==> config.mk <==
export PLATFORM = sky130hd
export DESIGN_NAME = i2c_slave_byte_ctrl
export DESIGN_NICKNAME = d
export VERILOG_FILES = /design/src/rtl/i2c_slave_byte_ctrl.sv
export SDC_FILE = /design/constraint.sdc
export NUM_CORES = 1
export LEC_CHECK = 0
export ABC_AREA = 1
export CELL_PAD_IN_SITES_DETAIL_PLACEMENT = 1
export CELL_PAD_IN_SITES_GLOBAL_PLACEMENT = 1
export CORE_UTILIZATION = 41
export CTS_BUF_LIST = sky130_fd_sc_hd__clkbuf_4 sky130_fd_sc_hd__clkbuf_8 sky130_fd_sc_hd__clkbuf_16
export DETAILED_ROUTE_END_ITERATION = 10
export PLACE_DENSITY_LB_ADDON = 0.1
export RECOVER_POWER = 50
export SLEW_MARGIN = 15
export SYNTH_ARGS = -nofsm -noshare
export SYNTH_HDL_FRONTEND = slang
export SYNTH_SLANG_ARGS = --single-unit
==> constraint.sdc <==
create_clock -name Clk -period 1.97 [get_ports Clk]
set_input_delay 0.394 -clock Clk [delete_from_list [all_inputs] [get_ports Clk]]
set_output_delay 0.394 -clock Clk [all_outputs]
set_load 0.02 [all_outputs]
==> src/rtl/i2c_slave_byte_ctrl.sv <==
// I2C slave byte controller: address match, byte receive and transmit.
// Single clock domain, oversampled SCL/SDA, open-drain SDA enable.
`timescale 1ns/1ps
module i2c_slave_byte_ctrl #(
   parameter logic [6:0] SLAVE_ADDR = 7'h50
) (
   input  logic       Clk,
   input  logic       Rst_n,
   input  logic       Scl_i,
   input  logic       Sda_i,
   output logic       Sda_oe,
   input  logic       Rx_ready,
   output logic [7:0] Rx_data,
   output logic       Rx_valid,
   input  logic [7:0] Tx_data,
   output logic       Tx_req,
   output logic       Tx_nack,
   output logic       Rw,
   output logic       Addr_match,
   output logic       Busy
);

   typedef enum logic [2:0] {
      IDLE, ADDR, ADDR_ACK, RX_BYTE,
      RX_ACK, TX_BYTE, TX_ACK, WAIT_STOP
   } state_t;

   logic [2:0] scl_q, sda_q;
   logic [1:0] settle_q;
   logic       armed;
   logic       scl_s, scl_d, sda_s, sda_d;
   logic       start_det, stop_det, scl_rise, scl_fall;

   state_t     state_q, state_d;
   logic [2:0] cnt_q, cnt_d;
   logic [7:0] sh_q, sh_d;
   logic       done_q, done_d;
   logic       oe_q, oe_d;
   logic [7:0] rxd_q, rxd_d;
   logic       rxv_q, rxv_d;
   logic       txr_q, txr_d;
   logic       txn_q, txn_d;
   logic       rw_q, rw_d;
   logic       am_q, am_d;
   logic       busy_q, busy_d;
   logic       ack_q, ack_d;

   // Two-flop synchronizers plus one delayed copy for edge detection
   always_ff @(posedge Clk or negedge Rst_n) begin
      if (!Rst_n) begin
         scl_q    <= 3'b111;
         sda_q    <= 3'b111;
         settle_q <= 2'd0;
      end else begin
         scl_q <= {scl_q[1:0], Scl_i};
         sda_q <= {sda_q[1:0], Sda_i};
         if (settle_q != 2'd3)
            settle_q <= settle_q + 2'd1;
      end
   end

   // Edges seen while the pipeline still holds reset ones are not real bus events
   assign armed     = (settle_q == 2'd3);
   assign scl_s     = scl_q[1];
   assign scl_d     = scl_q[2];
   assign sda_s     = sda_q[1];
   assign sda_d     = sda_q[2];
   assign start_det = armed & scl_s & sda_d & ~sda_s;
   assign stop_det  = armed & scl_s & ~sda_d & sda_s;
   assign scl_rise  = armed & scl_s & ~scl_d;
   assign scl_fall  = armed & ~scl_s & scl_d;

   // FSM and datapath state register
   always_ff @(posedge Clk or negedge Rst_n) begin
      if (!Rst_n) begin
         state_q <= IDLE;
         cnt_q   <= 3'd0;
         sh_q    <= 8'h00;
         done_q  <= 1'b0;
         oe_q    <= 1'b0;
         rxd_q   <= 8'h00;
         rxv_q   <= 1'b0;
         txr_q   <= 1'b0;
         txn_q   <= 1'b0;
         rw_q    <= 1'b0;
         am_q    <= 1'b0;
         busy_q  <= 1'b0;
         ack_q   <= 1'b0;
      end else begin
         state_q <= state_d;
         cnt_q   <= cnt_d;
         sh_q    <= sh_d;
         done_q  <= done_d;
         oe_q    <= oe_d;
         rxd_q   <= rxd_d;
         rxv_q   <= rxv_d;
         txr_q   <= txr_d;
         txn_q   <= txn_d;
         rw_q    <= rw_d;
         am_q    <= am_d;
         busy_q  <= busy_d;
         ack_q   <= ack_d;
      end
   end

   // Next-state and output logic; START/STOP override any SCL edge
   always_comb begin
      state_d = state_q;
      cnt_d   = cnt_q;
      sh_d    = sh_q;
      done_d  = done_q;
      oe_d    = oe_q;
      rxd_d   = rxd_q;
      rxv_d   = 1'b0;
      txr_d   = 1'b0;
      txn_d   = 1'b0;
      rw_d    = rw_q;
      am_d    = am_q;
      busy_d  = busy_q;
      ack_d   = ack_q;
      if (start_det) begin
         state_d = ADDR;
         cnt_d   = 3'd0;
         done_d  = 1'b0;
         oe_d    = 1'b0;
         am_d    = 1'b0;
         busy_d  = 1'b1;
      end else if (stop_det) begin
         state_d = IDLE;
         done_d  = 1'b0;
         oe_d    = 1'b0;
         am_d    = 1'b0;
         busy_d  = 1'b0;
      end else begin
         case (state_q)
            IDLE: begin
               oe_d = 1'b0;
            end
            ADDR: begin
               if (scl_rise) begin
                  sh_d  = {sh_q[6:0], sda_s};
                  cnt_d = cnt_q + 3'd1;
                  if (cnt_q == 3'd7)
                     done_d = 1'b1;
               end else if (scl_fall && done_q) begin
                  done_d = 1'b0;
                  cnt_d  = 3'd0;
                  if (sh_q[7:1] == SLAVE_ADDR) begin
                     oe_d    = 1'b1;
                     rw_d    = sh_q[0];
                     am_d    = 1'b1;
                     state_d = ADDR_ACK;
                  end else begin
                     oe_d    = 1'b0;
                     state_d = WAIT_STOP;
                  end
               end
            end
            ADDR_ACK: begin
               if (scl_fall) begin
                  cnt_d = 3'd0;
                  if (!rw_q) begin
                     oe_d    = 1'b0;
                     state_d = RX_BYTE;
                  end else begin
                     txr_d   = 1'b1;
                     sh_d    = Tx_data;
                     oe_d    = ~Tx_data[7];
                     state_d = TX_BYTE;
                  end
               end
            end
            RX_BYTE: begin
               if (scl_rise) begin
                  sh_d  = {sh_q[6:0], sda_s};
                  cnt_d = cnt_q + 3'd1;
                  if (cnt_q == 3'd7) begin
                     done_d = 1'b1;
                     ack_d  = Rx_ready;
                     if (Rx_ready) begin
                        rxd_d = {sh_q[6:0], sda_s};
                        rxv_d = 1'b1;
                     end
                  end
               end else if (scl_fall && done_q) begin
                  done_d  = 1'b0;
                  oe_d    = ack_q;
                  state_d = RX_ACK;
               end
            end
            RX_ACK: begin
               if (scl_fall) begin
                  oe_d  = 1'b0;
                  cnt_d = 3'd0;
                  if (ack_q)
                     state_d = RX_BYTE;
                  else
                     state_d = WAIT_STOP;
               end
            end
            TX_BYTE: begin
               if (scl_fall) begin
                  if (cnt_q == 3'd7) begin
                     oe_d    = 1'b0;
                     cnt_d   = 3'd0;
                     state_d = TX_ACK;
                  end else begin
                     sh_d  = {sh_q[6:0], 1'b0};
                     oe_d  = ~sh_q[6];
                     cnt_d = cnt_q + 3'd1;
                  end
               end
            end
            TX_ACK: begin
               if (scl_rise) begin
                  if (sda_s) begin
                     txn_d   = 1'b1;
                     state_d = WAIT_STOP;
                  end else begin
                     done_d = 1'b1;
                  end
               end else if (scl_fall && done_q) begin
                  done_d  = 1'b0;
                  txr_d   = 1'b1;
                  sh_d    = Tx_data;
                  oe_d    = ~Tx_data[7];
                  cnt_d   = 3'd0;
                  state_d = TX_BYTE;
               end
            end
            WAIT_STOP: begin
               oe_d = 1'b0;
            end
            default: begin
               state_d = IDLE;
               oe_d    = 1'b0;
            end
         endcase
      end
   end

   assign Sda_oe     = oe_q;
   assign Rx_data    = rxd_q;
   assign Rx_valid   = rxv_q;
   assign Tx_req     = txr_q;
   assign Tx_nack    = txn_q;
   assign Rw         = rw_q;
   assign Addr_match = am_q;
   assign Busy       = busy_q;

endmodule

## Word-level counts from Yosys, hierarchy flattened

Cells that the tools add are included.

- Flip-flop bits (word level): 39
- Latch bits: 0
- Bits in writable memories: 0
- ROM bits: 0
- Input bits: 13
- Output and inout bits: 15
- Memories kept: 0

- Add/subtract/negate cells: 2
- Multiply operators: 0
- Divide/modulo/power cells: 0
- Magnitude comparators: 0
- Equal/unequal tests: 38
- Shift operators: 0
- Mux-type cells: 84
- Bitwise operators: 17
- Reductions and logical operators: 22

Operators by type and width:

| cell | count |
|---|---|
| 3-bit 2-to-1 mux | 25 |
| 8-bit 2-to-1 mux | 7 |
| 1-bit 2-to-1 mux | 46 |
| 4-bit != test, second input constant | 10 |
| 8-bit case mux with 4 select lines | 1 |
| 3-bit case mux with 6 select lines | 1 |
| 6-bit AND reduction | 3 |
| 2-bit != test, second input constant | 8 |
| 3-bit equality test, second input constant | 5 |
| 5-bit != test, second input constant | 3 |
| 3-bit case mux with 5 select lines | 1 |
| 3-bit != test, second input constant | 4 |
| 11-bit AND reduction | 1 |
| 10-bit AND reduction | 1 |
| 1-bit NOT | 9 |
| 9-bit AND reduction | 1 |
| 3-bit nonzero test | 3 |
| 1-bit AND | 8 |
| 4-bit nonzero test | 2 |
| 8-bit nonzero test | 1 |
| 7-bit equality test, second input constant | 1 |
| 1-bit case mux with 7 select lines | 1 |
| 3-bit by 2-bit equality test with 1-bit output, second input constant | 2 |
| 6-bit nonzero test | 1 |
| other kinds (15) | 18 |

## Logic depth before layout (Yosys ltp)

Gate-level depths: netlist of the first run.

- Depth in word-level cells: 9
- Mapped depth: 11
- Depth with buffers taken out: 10

## Worst setup path before layout of the first run

OpenSTA, ideal clock, no wires.

- Path kind: register to register
- Start point: register settle_q[0]
- End point: register sh_q[0]
- Library setup time: 117 ps
- Data arrival time: 1588 ps
- Data required time: 1853 ps
- Slack: 266 ps
- Stages on the path, launching flop included: 9
- Path through: dfrtp_1 ha_1 buf_4 nand4_2 nand2_2 nor3_4 nand2_4 nand2_1 nand2_1

- Word-level cells in the longest chain between the ends: 6

Ends and longest elaborated chain:

| what | RTL line | text |
|---|---|---|
| start: declaration | 29 | `logic [1:0] settle_q;` |
| start signal: assignment | 58 | `settle_q <= settle_q + 2'd1;` |
| 2-bit equality test * | 63 | `assign armed = (settle_q == 2'd3);` |
| 1-bit AND (on tied branches) | n/a |  |
| 1-bit AND (on tied branches) | 71, 68, 69 |  |
| 1-bit logical AND (tied with other cells) | 222 | `end else if (scl_fall && done_q) begin` |
| 2-bit != test (no source line) / 1-bit NOT (equally long branches) | n/a |  |
| 10-bit AND reduction (no source line) * | n/a |  |
| end signal: assignment | 78 | `sh_q <= 8'h00;` |
| end signal: assignment | 92 | `sh_q <= sh_d;` |
| end: declaration | 36 | `logic [7:0] sh_q, sh_d;` |

Every way passes the cells marked *; elsewhere a longest branch is shown, timed or not.
A chain may end at the register's enable or synchronous reset.

## Final worst setup path of the first run

- Start point: register scl_q[1]
- End point: register rxd_q[3], in the netlist Rx_data[3]

- Word-level cells in the longest chain between the ends: 5

Ends and longest elaborated chain:

| what | RTL line | text |
|---|---|---|
| start: declaration | 28 | `logic [2:0] scl_q, sda_q;` |
| start signal: assignment | 55 | `scl_q <= {scl_q[1:0], Scl_i};` |
| 1-bit AND * | 68, 69, 70 |  |
| 1-bit AND (on tied branches) (2 in series) | 69, 68 |  |
| 1-bit NOT (no source line) | n/a |  |
| 6-bit AND reduction (no source line) * | n/a |  |
| end signal: assignment | 95 | `rxd_q <= rxd_d;` |
| end: declaration | 39 | `logic [7:0] rxd_q, rxd_d;` |

Marked as above.

==> results.json, run 1 <==
{
  "viasPerCell": 5.31,
  "fill_cells": 686,
  "dieWidth_um": 77.1,
  "yosysWarnings": 0,
  "track_usage_pct": 24.4,
  "synth_compound_area_share_pct": 10.5,
  "drv_slew": 0,
  "grt_pass1_wl_um": 11100,
  "hold_violations": 0,
  "numCtsBuffers": 5,
  "drc": 0,
  "vias": 2170,
  "vdd_ir_drop_max_mv": 0.651,
  "synth-seq-cells": 39,
  "synth_xor_area_share_pct": 0.379,
  "area_delta_synth_final_pct": 22.0,
  "fin_nets": 354,
  "gp_congestion": 0.948,
  "syn_inst": 300,
  "antenna_found_initial": 0,
  "hold_class": "in -> async",
  "fin_ws_ns": 0.152,
  "clockBufferDepth": 2,
  "slew_headroom_pct": 34.2,
  "syn-mean-instance-area_um2": 7.70,
  "period_needed_ns": 1.82,
  "power.leakage_nw": 1.38,
  "seq_area_frac_synth_pct": 42.6,
  "crit_fanout": 18,
  "rows": 26,
  "grt_pass1_vias": 2289,
  "core_mm2": 0.00527,
  "min_period_over_period_pct": 92.3,
  "maxCapViolations": 0,
  "post_drt_wl_per_cell_um": 16.5,
  "ioPinCount": 28,
  "port_buffers": 27,
  "synth_top_family_by_area": "simple AND/OR/NAND/NOR gates",
  "root_buffer": "clkbuf_8",
  "diodes": 0,
  "cts.sinks": 39,
  "drive_gt1_share_pct": 18.9,
  "die_h_um": 77.1,
  "crit_required_ns": 2.16,
  "synth-simple-area-share_pct": 38.0,
  "dpl.hpwl_um": 5010,
  "clock_skew_ns": 0.00376,
  "cp-end-kind": "flop",
  "grt_remaining_overflow": 0,
  "critPathKind": "reg -> reg",
  "setup_viol": 0,
  "most-common-layout-cells": "91 x nand2_1, 35 x nand3_1, 32 x dfrtp_1, 27 x nor2_1, 24 x clkdlybuf4s50_1",
  "fin_setup_tns_ns": 0,
  "cts_tree": "yes",
  "dieArea_mm2": 0.00594,
  "postCtsSetupRepairBufs": 0,
  "drtAntennaViolNets": 0,
  "powerDensity_mw_per_mm2": 1290,
  "worstMarginPinSlew_ns": 0.987,
  "rsz0062_at_grt": "no",
  "yosys-mux-area-fraction_pct": 0.487,
  "synth_adder_area_share_pct": 1.62,
  "dp_slack_ns": 0.0386,
  "wl_um": 6740,
  "grt_max_degree": 40,
  "start_kind": "flop",
  "firstDrtPassIters": 4,
  "clock_latency_ns": 0.30,
  "fmax_ghz": 0.550,
  "arrival_ns": 2.01,
  "final_common_cell": "nand2_1",
  "clkSlewWorstSetupHoldPaths_ns": 0.08,
  "post_cts_resized": 0,
  "synth_cell_type_count": 34,
  "synth_nets": 316,
  "initial_core_util_pct": 43.9,
  "outcome": "finished clean",
  "drtIter0Drc": 136,
  "postCtsHoldBufs": 0,
  "netlist_area_mm2": 0.00231,
  "htreeDepth": 2
}
## state kept, by name (all words and copies together), names as in the netlist, 2 cells and up
register  cells
sda_q         3
state_q       3
cnt_q         3
settle_q      2
scl_q         3
Rx_data       8
sh_q          8
## Yosys cell counts (all sizes together)
library cell,instances,share of area [%]
nand2,96,17
nand3,40,10
dfrtp,33,36
nor2,32,5.6
o21ai,28,7.5
inv,27,4.4
a21oi,8,1.7
nand4,8,3.1
buf,6,1.9
dfstp,6,6.8
ha,3,1.6
nor3,3,1.6
or2,3,0.81
a22o,1,0.38
a31oi,1,0.27
clkbuf,1,0.16
mux2,1,0.49
o211ai,1,0.32
o22ai,1,0.27
xnor2,1,0.38
## metal layers
metal	up-vias	track usage (%)	share of wire [%]
li1	1056	-	-
met1	1064	33.3	47
met2	43	40.4	48
met3	7	3.33	3.9
met4	0	6.79	1.0
met5	-	0	0
## stage by stage
step / cells / utilization, % / hold WS [ns] / power (W) / cell area [um2]
after global routing: 409 / 53.5 / 0.371 / 0.00397 / 2820
final: 409 / 53.5 / 0.330 / 0.00363 / 2820
after floorplan: 300 / - / 0.0984 / 0.00247 / 2310
after global placement: 401 / 51.4 / 0.349 / 0.00301 / 2710
after detailed placement: 401 / 51.4 / 0.347 / 0.00307 / 2710
after CTS: 409 / 53.1 / 0.167 / 0.00363 / 2800
## cell families (layout without fill, tap and decap cells)
| kind of cell | count (synthesis) | after routing |
|---|---|---|
| muxes | 1 | 1 |
| adders and majority gates | 3 | 3 |
| DFF | 39 | 39 |
| xor gates and xnor gates | 1 | 1 |
| and+or+nand+nor | 182 | 182 |
| AOI/OAI and AO/OA | 40 | 40 |
| buffers and inverters | 34 | 73 |
## worst paths after layout
path	startpoint	to	slack, ns	depth (start not counted)
min	Rst_n	Rx_valid	0.33	2
min reg2reg	scl_q[0]	scl_q[1]	0.36	0
min in group Clk	scl_q[0]	scl_q[1]	0.36	0
max reg2reg	scl_q[1]	Rx_data[3]	0.15	7
max	scl_q[1]	Rx_data[3]	0.15	7
max in group asynchronous	Rst_n	state_q[2]	0.96	2
## critical path, stage by stage (launching register included)
cell and delay [ns]:
dfstp_2 0.63, nand3_2 0.25, nor2_2 0.21, inv_2 0.07
nor3_4 0.16, nand2_4 0.18, nand2_1 0.13, o21ai_2 0.06
## power breakdown
group          switching [W]  internal [W]
sequential          0.000184      0.000972
clock               0.000307      0.000247
combinational        0.00126      0.000665
total                0.00175       0.00188
## final cells by class
type,instances,area (um2),share of cell area (%)
timing repair buffer,38,358,12.7
clock inverter,3,20.0,0.710
sequential,39,985,34.9
inverter,27,101,3.60
clock buffer,5,68.8,2.44
multi-input combinational,227,1200,42.5
tap,70,87.6,3.11
Power figures use the tool's default switching activity.
==> run 2, diff against run 1 <==
clock period = 1.8 ns   (was 1.97 ns; I/O delays follow)
==> run 2 against run 1 <==
  * Clock power increased by 47%
  * Count of clock-buffer cells in the layout increased by 1
  * Via count increased by 6.1%
  * Maximum frequency increased by 2.1%
  * Combinational power increased by 30%
  * Clock skew increased by 0.0044 ns
  * Total power increased by 25%
  * Critical path depth unchanged
  * Critical endpoint is now cnt_q[0]
==> results.json, run 2 (synthesis results as in run 1) <==
{
  "cp_slowest_cell": "dfstp_2",
  "setup_viol": 0,
  "worstPathCellList": "nand2_1 > nor2_2 > or2_2 > nand4_1 > nor2_2 > nand2_1 > nand2_1",
  "maxCapViolations": 0,
  "slew_headroom_pct": 21.4,
  "crit_path_frequent_cell": "nand2_1",
  "p_comb_share_pct": 54.9,
  "diodes": 0,
  "final_common_cell": "nand2_1",
  "dpl.hpwl_um": 5280,
  "fin_nets": 376,
  "port_buffers": 27,
  "vdd_ir_drop_max_mv": 0.781,
  "grt_max_degree": 21,
  "rrSetupSlack_ns": 0.02,
  "ioPinCount": 28,
  "fill_cells": 659,
  "hold_violations": 0,
  "p_int_w": 0.00246,
  "worstMarginPinSlew_ns": 1.18,
  "power.leakage_nw": 1.52,
  "p_seq_share_pct": 27.2,
  "p_total_w": 0.00455,
  "numCtsBuffers": 5,
  "drive_gt1_share_pct": 27.1,
  "grt_pass1_vias": 2423,
  "viasPerCell": 5.34,
  "core_mm2": 0.00527,
  "clkSlewWorstSetupHoldPaths_ns": 0.09,
  "crit_fanout": 8,
  "cts_tree": "yes",
  "stdcell_count": 431,
  "critPathKind": "reg -> reg",
  "arrival_ns": 2.03,
  "p_sw_w": 0.00209,
  "vias": 2303,
  "wl_um": 7340,
  "initial_core_util_pct": 43.9,
  "grt_remaining_overflow": 0,
  "path_delay_family": "simple AND/OR/NAND/NOR gates",
  "grt_pass1_wl_um": 11700,
  "track_usage_pct": 25.5,
  "drc": 0,
  "antenna_found_initial": 0,
  "min_period_over_period_pct": 99.0,
  "clockPowerShare_pct": 17.9,
  "firstDrtPassIters": 4,
  "hold_class": "in -> async",
  "whs_ns": 0.272,
  "drtAntennaViolNets": 0,
  "dp_cells": 414,
  "clockBufferDepth": 2,
  "dieArea_mm2": 0.00594,
  "period_needed_ns": 1.78,
  "area_delta_synth_final_pct": 33.4,
  "cts.sinks": 39,
  "path_buf_inv": 0,
  "rsz0062_at_grt": "yes",
  "dieWidth_um": 77.1,
  "most-common-layout-cells": "90 x nand2_1, 31 x dfrtp_1, 31 x nand3_1, 28 x buf_4, 24 x clkdlybuf4s50_1",
  "gp_congestion": 0.909,
  "cp-end-kind": "flop",
  "htreeDepth": 2,
  "rr_startpoint": "scl_q[1]",
  "die_h_um": 77.1,
  "fmax_ghz": 0.561,
  "rows": 26,
  "outcome": "finished clean",
  "drtIter0Drc": 92,
  "clock_skew_ns": 0.00813,
  "crit_start": "scl_q[1]",
  "slowest_delay_ns": 0.65,
  "powerDensity_mw_per_mm2": 1480,
  "drv_slew": 0,
  "post_drt_wl_per_cell_um": 17.0,
  "crit_required_ns": 2.05,
  "root_buffer": "clkbuf_8",
  "clock_latency_ns": 0.30,
  "start_kind": "flop",
  "switching_share_pct": 45.9
}
## run 2: path summary, 6_finish.rpt
path,to,cells past startpoint
setup / recovery,cnt_q[0],7
hold / removal,Rx_data[5],1
setup reg to reg,cnt_q[0],7
hold reg to reg,scl_q[1],0
max in group asynchronous,scl_q[1],2
min in group Clk,scl_q[1],0
## run 2: metrics by stage
| stage | util (%) | area, um2 | TNS (ns) | worst slack (ns) |
|---|---|---|---|---|
| floorplan | - | 2310 | 0 | 0.0957 |
| global placement | 53.5 | 2820 | 0 | 0.0201 |
| detailed placement | 53.5 | 2820 | -0.101 | -0.0271 |
| CTS | 56.3 | 2970 | 0 | 0.00419 |
| global route | 58.5 | 3080 | -0.812 | -0.0849 |
| finish | 58.5 | 3080 | 0 | 0.0188 |
## run 2: worst register-to-register path: stages, from the launching register on
cell and delay, ns:
dfstp_2 0.65, nand2_1 0.09, nor2_2 0.20, or2_2 0.15
nand4_1 0.26, nor2_2 0.24, nand2_1 0.08, nand2_1 0.06
## run 2: power groups by stage
stage | Clock (W) | Sequential [W] | Combinational [W]
3_3_place_gp | 0 | 0.00124 | 0.00215
3_5_place_dp | 0 | 0.00125 | 0.00222
2_1_floorplan | 0 | 0.00119 | 0.00151
5_1_grt | 0.000857 | 0.00126 | 0.00277
6_report | 0.000813 | 0.00124 | 0.00250
4_1_cts | 0.000830 | 0.00123 | 0.00228
## run 2: layout make-up
| type | count | area (um2) | share of cell area (%) |
|---|---|---|---|
| sequential | 39 | 986 | 32.0 |
| tap | 70 | 87.6 | 2.84 |
| multi-input combinational | 228 | 1260 | 40.9 |
| inverter | 27 | 104 | 3.37 |
| clock inverter | 2 | 38.8 | 1.26 |
| timing repair buffer | 59 | 522 | 16.9 |
| clock buffer | 6 | 82.6 | 2.68 |
## run 2: timing repair
item                       in CTS  in global routing
setup buffers                   1                  7
gates resized for setup         4                 22
hold buffers                    0                  0
cloned                          0                  1
pin swaps                       1                  6
setup endpoints to repair      21                 23
## run 2: layer usage
metal  global-route usage (%)  part of all wire, %
met5                        0                    0
met4                     8.68                  1.5
met3                     4.05                  3.5
met2                     41.6                   48
met1                     34.3                   47
